<file path="config.mk">
export PLATFORM = sky130hd
export DESIGN_NAME = uart_rx_frame_engine
export DESIGN_NICKNAME = d
export VERILOG_FILES = /design/src/rtl/uart_rx_frame_engine.sv
export SDC_FILE = /design/constraint.sdc
export NUM_CORES = 1
export LEC_CHECK = 0
export CAP_MARGIN = 15
export CORE_MARGIN = 1.5
export CORE_UTILIZATION = 25
export DETAILED_ROUTE_END_ITERATION = 8
export HOLD_SLACK_MARGIN = 0.02
export PLACE_DENSITY = 0.48
export SYNTH_ARGS = -nofsm -noshare
export SYNTH_HDL_FRONTEND = slang
export SYNTH_SLANG_ARGS = --single-unit
</file>
<file path="constraint.sdc">
create_clock -name clk_i -period 2.1 [get_ports clk_i]
set_input_delay 0.63 -clock clk_i [delete_from_list [all_inputs] [get_ports clk_i]]
set_output_delay 0.63 -clock clk_i [all_outputs]
set_load 0.02 [all_outputs]
</file>
<file path="src/rtl/uart_rx_frame_engine.sv">
// UART receive framer: 2-FF synchroniser, armed flag, majority-vote sampling,
// per-frame data width (5..MAX_DATA_WIDTH), five parity modes, 1 or 2 stop
// bits and break detection. Frames are presented as a one-cycle valid pulse.
module uart_rx_frame_engine #(
    parameter int MAX_DATA_WIDTH = 9,
    parameter int OVERSAMPLE     = 16
) (
    input  logic                      clk_i,
    input  logic                      rst_i,
    input  logic                      ov_tick_i,
    input  logic                      rx_i,
    input  logic [3:0]                data_bits_i,
    input  logic [2:0]                parity_mode_i,
    input  logic                      stop_bits_i,
    output logic [MAX_DATA_WIDTH-1:0] data_o,
    output logic                      data_valid_o,
    output logic                      parity_err_o,
    output logic                      frame_err_o,
    output logic                      break_o,
    output logic                      cfg_err_o,
    output logic                      busy_o
);

    localparam int CW = $clog2(OVERSAMPLE);

    // Sample points inside one bit period; the vote is taken at T_DECIDE.
    localparam logic [CW-1:0] T_SAMPLE_A = CW'(OVERSAMPLE / 2 - 1);
    localparam logic [CW-1:0] T_SAMPLE_B = CW'(OVERSAMPLE / 2);
    localparam logic [CW-1:0] T_DECIDE   = CW'(OVERSAMPLE / 2 + 1);
    localparam logic [CW-1:0] T_LAST     = CW'(OVERSAMPLE - 1);
    localparam logic [3:0]    MAX_BITS   = 4'(MAX_DATA_WIDTH);

    localparam logic [2:0] S_IDLE       = 3'd0;
    localparam logic [2:0] S_START      = 3'd1;
    localparam logic [2:0] S_DATA       = 3'd2;
    localparam logic [2:0] S_PARITY     = 3'd3;
    localparam logic [2:0] S_STOP       = 3'd4;
    localparam logic [2:0] S_BREAK_WAIT = 3'd5;

    localparam logic [2:0] PAR_EVEN  = 3'b000;
    localparam logic [2:0] PAR_ODD   = 3'b001;
    localparam logic [2:0] PAR_MARK  = 3'b011;
    localparam logic [2:0] PAR_SPACE = 3'b100;

    logic                      sync_q1, sync_q2;
    logic [1:0]                fill_q;
    logic                      armed_q;
    logic [2:0]                state_q;
    logic [CW-1:0]             tick_cnt_q;
    logic                      smp_a_q, smp_b_q;
    logic [3:0]                bit_idx_q;
    logic [3:0]                dbits_q;
    logic [2:0]                pmode_q;
    logic                      stop2_q;
    logic [MAX_DATA_WIDTH-1:0] data_q;
    logic                      par_err_q, par_bit_q;
    logic                      frame_err_q, stop1_err_q, stop_idx_q;

    logic rx_s, maj, decide, par_en, exp_par, cfg_bad, start_det;
    logic last_data, final_stop, stop1_zero, frame_err_all, is_break;

    // Decode the latched frame configuration and the current bit vote.
    always_comb begin
        rx_s          = sync_q2;
        maj           = (smp_a_q & smp_b_q) | (smp_a_q & rx_s) | (smp_b_q & rx_s);
        decide        = ov_tick_i && (tick_cnt_q == T_DECIDE);
        par_en        = (pmode_q == PAR_EVEN) || (pmode_q == PAR_ODD) ||
                        (pmode_q == PAR_MARK) || (pmode_q == PAR_SPACE);
        case (pmode_q)
            PAR_EVEN: exp_par = ^data_q;
            PAR_ODD:  exp_par = ~(^data_q);
            PAR_MARK: exp_par = 1'b1;
            default:  exp_par = 1'b0;
        endcase
        cfg_bad       = (data_bits_i < 4'd5) || (data_bits_i > MAX_BITS);
        start_det     = (state_q == S_IDLE) && armed_q && !rx_s && ov_tick_i;
        last_data     = (4'(bit_idx_q + 4'd1) == dbits_q);
        final_stop    = !stop2_q || stop_idx_q;
        stop1_zero    = stop_idx_q ? stop1_err_q : ~maj;
        frame_err_all = frame_err_q | ~maj;
        is_break      = (data_q == '0) && (!par_en || !par_bit_q) && stop1_zero;
    end

    assign busy_o = (state_q != S_IDLE);

    // Synchronise the line and arm once a genuine high has come through.
    always_ff @(posedge clk_i or posedge rst_i) begin
        if (rst_i) begin
            sync_q1 <= 1'b1;
            sync_q2 <= 1'b1;
            fill_q  <= 2'b00;
            armed_q <= 1'b0;
        end else begin
            // NOTE: non-blocking assignments keep every flop sampling the
            // pre-edge value, so the two stages really are two stages.
            sync_q1 <= rx_i;
            sync_q2 <= sync_q1;
            // The synchroniser resets high; wait until its output reflects
            // rx_i before trusting a high, so a line held low through reset
            // never arms the receiver.
            fill_q  <= {fill_q[0], 1'b1};
            if (fill_q[1] && sync_q2)
                armed_q <= 1'b1;
        end
    end

    // Frame FSM: bit timing, vote decisions, shifting and result reporting.
    always_ff @(posedge clk_i or posedge rst_i) begin
        if (rst_i) begin
            state_q      <= S_IDLE;
            tick_cnt_q   <= '0;
            smp_a_q      <= 1'b1;
            smp_b_q      <= 1'b1;
            bit_idx_q    <= '0;
            dbits_q      <= 4'd8;
            pmode_q      <= 3'b010;
            stop2_q      <= 1'b0;
            data_q       <= '0;
            par_err_q    <= 1'b0;
            par_bit_q    <= 1'b0;
            frame_err_q  <= 1'b0;
            stop1_err_q  <= 1'b0;
            stop_idx_q   <= 1'b0;
            data_o       <= '0;
            data_valid_o <= 1'b0;
            parity_err_o <= 1'b0;
            frame_err_o  <= 1'b0;
            break_o      <= 1'b0;
            cfg_err_o    <= 1'b0;
        end else begin
            data_valid_o <= 1'b0;
            parity_err_o <= 1'b0;
            frame_err_o  <= 1'b0;
            break_o      <= 1'b0;

            if (ov_tick_i && (state_q != S_IDLE) && (state_q != S_BREAK_WAIT)) begin
                tick_cnt_q <= (tick_cnt_q == T_LAST) ? '0 : tick_cnt_q + CW'(1);
                if (tick_cnt_q == T_SAMPLE_A) smp_a_q <= rx_s;
                if (tick_cnt_q == T_SAMPLE_B) smp_b_q <= rx_s;
            end

            case (state_q)
                S_IDLE: begin
                    if (start_det) begin
                        state_q     <= S_START;
                        tick_cnt_q  <= '0;
                        dbits_q     <= cfg_bad ? 4'd8 : data_bits_i;
                        cfg_err_o   <= cfg_bad;
                        pmode_q     <= parity_mode_i;
                        stop2_q     <= stop_bits_i;
                        data_q      <= '0;
                        bit_idx_q   <= '0;
                        par_err_q   <= 1'b0;
                        par_bit_q   <= 1'b0;
                        frame_err_q <= 1'b0;
                        stop1_err_q <= 1'b0;
                        stop_idx_q  <= 1'b0;
                    end
                end
                S_START: begin
                    if (decide)
                        state_q <= maj ? S_IDLE : S_DATA;
                end
                S_DATA: begin
                    if (decide) begin
                        data_q    <= data_q | (MAX_DATA_WIDTH'(maj) << bit_idx_q);
                        bit_idx_q <= bit_idx_q + 4'd1;
                        if (last_data)
                            state_q <= par_en ? S_PARITY : S_STOP;
                    end
                end
                S_PARITY: begin
                    if (decide) begin
                        par_bit_q <= maj;
                        par_err_q <= (maj != exp_par);
                        state_q   <= S_STOP;
                    end
                end
                S_STOP: begin
                    if (decide) begin
                        if (!final_stop) begin
                            stop_idx_q  <= 1'b1;
                            stop1_err_q <= ~maj;
                            frame_err_q <= ~maj;
                        end else if (is_break) begin
                            break_o <= 1'b1;
                            state_q <= S_BREAK_WAIT;
                        end else begin
                            data_valid_o <= 1'b1;
                            data_o       <= data_q;
                            parity_err_o <= par_err_q;
                            frame_err_o  <= frame_err_all;
                            state_q      <= stop1_zero ? S_BREAK_WAIT : S_IDLE;
                        end
                    end
                end
                S_BREAK_WAIT: begin
                    if (rx_s)
                        state_q <= S_IDLE;
                end
                default: state_q <= S_IDLE;
            endcase
        end
    end

endmodule

</file>
==> impl_metrics.prom <==
# TYPE chip_impl_metric gauge
chip_impl_metric{name="worst_r2r_path_depth",unit=""} 9
chip_impl_info{name="critical_path_class",value="flip-flop to flip-flop"} 1
chip_impl_metric{name="synth-seq-cells",unit=""} 53
chip_impl_metric{name="number_of_vias_in_the_routed_layout",unit=""} 2008
chip_impl_metric{name="cp.required",unit="ns"} 2.36
chip_impl_metric{name="start_util",unit="%"} 25.9
chip_impl_metric{name="cts.sinks",unit=""} 53
chip_impl_metric{name="die_w",unit="um"} 107
chip_impl_metric{name="fp.coreArea",unit="um^2"} 10400
chip_impl_metric{name="grt_usage",unit="%"} 10.9
chip_impl_metric{name="detail-route-antenna-nets",unit=""} 0
chip_impl_metric{name="drv_slew",unit=""} 0
chip_impl_metric{name="detail_route.wirelength",unit="mm"} 5.80
chip_impl_metric{name="cts_max_level",unit=""} 2
chip_impl_metric{name="final_hold_viol_count",unit=""} 0
chip_impl_metric{name="synth-warning-count",unit=""} 0
chip_impl_info{name="rsz0062_at_grt",value="yes"} 1
chip_impl_metric{name="post-route-drc-count",unit=""} 0
chip_impl_metric{name="power.switching",unit="uW"} 1500
chip_impl_metric{name="synth-edff-count",unit=""} 0
chip_impl_metric{name="path_max_fanout",unit=""} 2
chip_impl_metric{name="diodes",unit=""} 0
chip_impl_metric{name="rows",unit=""} 37
chip_impl_metric{name="period_share",unit="%"} 96.2
chip_impl_metric{name="grt_overflow",unit=""} 0
chip_impl_metric{name="routability_driven_placement_congestion_ratio",unit=""} 0.780
chip_impl_info{name="worst_setup_path_end_kind",value="flip-flop"} 1
chip_impl_metric{name="grt_max_degree",unit=""} 54
chip_impl_metric{name="power_density",unit="nW/um^2"} 1120
chip_impl_metric{name="p_int",unit="uW"} 2470
chip_impl_info{name="run_status",value="finished clean"} 1
chip_impl_metric{name="synth.lib_cells_used.distinct",unit=""} 55
chip_impl_metric{name="port_buffers",unit=""} 26
chip_impl_info{name="hold_path_class",value="flip-flop to flip-flop"} 1
chip_impl_metric{name="postCtsHoldBufs",unit=""} 0
chip_impl_metric{name="power.clock.fraction",unit="%"} 15.9
chip_impl_metric{name="dieArea",unit="um^2"} 11400
chip_impl_metric{name="synth_sequential_area_ratio",unit="%"} 49.4
chip_impl_metric{name="grt_pass1_wl",unit="mm"} 9.82
chip_impl_metric{name="holdWs",unit="ns"} 0.362
chip_impl_metric{name="power.share.switching",unit="%"} 37.7
chip_impl_metric{name="r2r_setup_slack",unit="ns"} 0.08
chip_impl_metric{name="setup_tns_final",unit="ns"} 0
chip_impl_metric{name="cts.reportedPaths.clkPinSlew",unit="ns"} 0.11
chip_impl_metric{name="timing.max_cap.violations",unit=""} 0
chip_impl_info{name="worst_setup_path_start_kind",value="flip-flop"} 1
chip_impl_info{name="layout.cells.most_common_list",value="47 x dfrtp_1, 36 x buf_4, 25 x nand2_1, 24 x clkdlybuf4s50_1"} 1
chip_impl_metric{name="die_h",unit="um"} 107
chip_impl_metric{name="clock_path_buffers",unit=""} 2
chip_impl_metric{name="dr.pass1.iters",unit=""} 4
chip_impl_metric{name="antenna_violations_before_repair",unit=""} 0
chip_impl_metric{name="detail_route.iter0.violations",unit=""} 101
chip_impl_metric{name="post_synth_instance_area",unit="um^2"} 2700
chip_impl_metric{name="grt_pass1_vias",unit=""} 1972
chip_impl_metric{name="postSynthAreaPerCell",unit="um^2"} 10.4
chip_impl_metric{name="syn2layout_area_growth",unit="%"} 31.1
chip_impl_metric{name="setup_viol",unit=""} 0
chip_impl_metric{name="final_routed_wire_length_divided_by_cell_count",unit="um"} 12.7
chip_impl_metric{name="synthCells",unit=""} 259
chip_impl_metric{name="combinational_fraction_of_design_power",unit="%"} 47.1
chip_impl_info{name="synth_top_flop_cell",value="dfrtp_1"} 1
chip_impl_metric{name="post-dp-hpwl",unit="mm"} 4.24
chip_impl_info{name="layout_commonest_cell",value="dfrtp_1"} 1
chip_impl_metric{name="power.ir.vdd_worst",unit="V"} 0.000438
chip_impl_metric{name="clock_skew",unit="ns"} 0.00788
chip_impl_metric{name="cp_data_arrival_time",unit="ns"} 2.28
chip_impl_metric{name="synth-async-reset-ratio",unit="%"} 100
chip_impl_info{name="worstSetupEndpoint",value="par_err_q$_DFFE_PP0P_"} 1
chip_impl_info{name="cts_tree",value="yes"} 1
chip_impl_metric{name="layout.core_utilization",unit="%"} 34.0
chip_impl_metric{name="timing.final.crit_period",unit="ns"} 2.02
chip_impl_metric{name="power.static_leakage",unit="uW"} 0.00156
chip_impl_metric{name="final_nets",unit=""} 341
chip_impl_metric{name="layout-drive-gt1-share",unit="%"} 25.2
chip_impl_info{name="worstReg2RegStart",value="data_q[3]$_DFFE_PP0P_"} 1
chip_impl_metric{name="clkLatencyLatePin",unit="ns"} 0.32
chip_impl_metric{name="p_seq_share",unit="%"} 37.1
chip_impl_metric{name="max_freq",unit="MHz"} 495
chip_impl_metric{name="route.detailed.vias_per_inst",unit=""} 4.38
chip_impl_metric{name="mappedNetlistNets",unit=""} 279
chip_impl_info{name="clk_root_buf",value="clkbuf_8"} 1
chip_impl_info{name="cp-startpoint",value="data_q[3]$_DFFE_PP0P_"} 1
chip_impl_info{name="critical_path.reg2reg.endpoint",value="par_err_q$_DFFE_PP0P_"} 1
chip_impl_metric{name="boundaryPins",unit=""} 27
chip_impl_metric{name="number_of_clock_buffers_inserted_by_tritoncts",unit=""} 5
## registers in the layout, indices dropped and copies added (netlist names), 2 cells and up
signal      count
pmode_q         3
data_q          9
bit_idx_q       4
state_q         3
tick_cnt_q      4
fill_q          2
dbits_q         4
data_o          9
## power by group through the flow
| stage | Clock, uW | Combinational (uW) | Sequential (uW) |
|---|---|---|---|
| final | 630 | 1870 | 1470 |
| after global routing | 692 | 2080 | 1510 |
| after CTS | 655 | 1850 | 1470 |
| after detailed placement | 0 | 1850 | 1490 |
| after global placement | 0 | 1840 | 1480 |
| after floorplan | 0 | 1150 | 1470 |
## Yosys cell counts (2+ instances only)
cell type / instances / area, um^2
nand4b_1: 4 / 35.0
dfstp_2: 6 / 158
inv_1: 17 / 63.8
dfrtp_1: 47 / 1180
nand3_1: 8 / 40.0
a21o_1: 2 / 15.0
nand4_1: 4 / 25.0
o21ai_0: 13 / 65.1
ha_1: 8 / 100
nor2b_1: 5 / 31.3
a21oi_1: 18 / 90.1
nand2_1: 25 / 93.8
buf_2: 2 / 10.0
a31oi_1: 2 / 12.5
o31ai_1: 4 / 30.0
a22o_1: 4 / 35.0
nor3b_1: 2 / 15.0
mux2_2: 4 / 45.0
xnor2_1: 6 / 52.6
clkbuf_1: 7 / 26.3
o21a_1: 2 / 15.0
o211ai_1: 2 / 15.0
nor2_1: 18 / 67.6
nand2b_1: 2 / 12.5
mux2_4: 9 / 135
or3_1: 2 / 12.5
nor3_1: 4 / 20.0
and2_1: 2 / 12.5
xor2_1: 4 / 35.0
## repair_timing
item / CTS / global route
endpoints found under the setup margin: 2 / 12
buffers inserted: 2 / 1
gates resized for setup: 1 / 7
pin swaps: 1 / 4
## worst max-delay path, stage by stage, from the launching register on
cell	delay (ns)
dfrtp_1	0.40
inv_2	0.08
ha_4	0.20
xnor3_1	0.33
xnor2_1	0.14
buf_4	0.14
nor4b_2	0.15
buf_4	0.13
or3_1	0.35
nand3_2	0.06
## per-stage QoR
step                cell area [um^2]  setup slack, ns  cells  total power, uW
finish                          3540           0.0800    458             3970
global route                    3540          -0.0192    458             4280
detailed placement              3390           -0.342    447             3340
floorplan                       2700            0.168    259             2610
global placement                3390           -0.310    447             3320
CTS                             3500           0.0101    457             3980
## worst min-delay path by stage
stage	start	endpoint	slack (ns)	cells past startpoint
after floorplan	fill_q[0]$_DFF_PP0_	fill_q[1]$_DFF_PP0_	0.33	0
after global placement	fill_q[0]$_DFF_PP0_	fill_q[1]$_DFF_PP0_	0.33	0
after detailed placement	fill_q[0]$_DFF_PP0_	fill_q[1]$_DFF_PP0_	0.35	0
after CTS	sync_q1$_DFF_PP1_	rx_s$_DFF_PP1_	0.36	0
after global routing	sync_q1$_DFF_PP1_	rx_s$_DFF_PP1_	0.37	0
final	sync_q1$_DFF_PP1_	rx_s$_DFF_PP1_	0.36	0
## layer usage
metal  global-route usage, %  wire length [um]
met1                    15.7              3020
met2                    15.9              2410
met3                    2.49               245
met4                    3.62               118
met5                       0                 0
## kinds of logic (layout without fill, tap and decap cells)
group | after synthesis | after routing | share of synthesized area (%)
and+or+nand+nor | 86 | 86 | 17.5
DFF | 53 | 53 | 49.4
AOI/OAI and AO/OA | 57 | 57 | 13.4
buffers and inverters | 28 | 91 | 4.27
xor gates and xnor gates | 11 | 11 | 4.08
adders and majority gates | 9 | 9 | 4.13
other | 1 | 1 | 0.139
muxes | 14 | 14 | 7.09
## layout make-up
class / instances / area, um^2
timing repair buffer: 65 / 592
inverter: 18 / 67.6
fill: 1047 / 6880
clock inverter: 3 / 26.3
multi-input combinational: 178 / 1280
sequential: 53 / 1330
clock buffer: 5 / 68.8
tap: 136 / 170
Power figures use the tool's default switching activity.
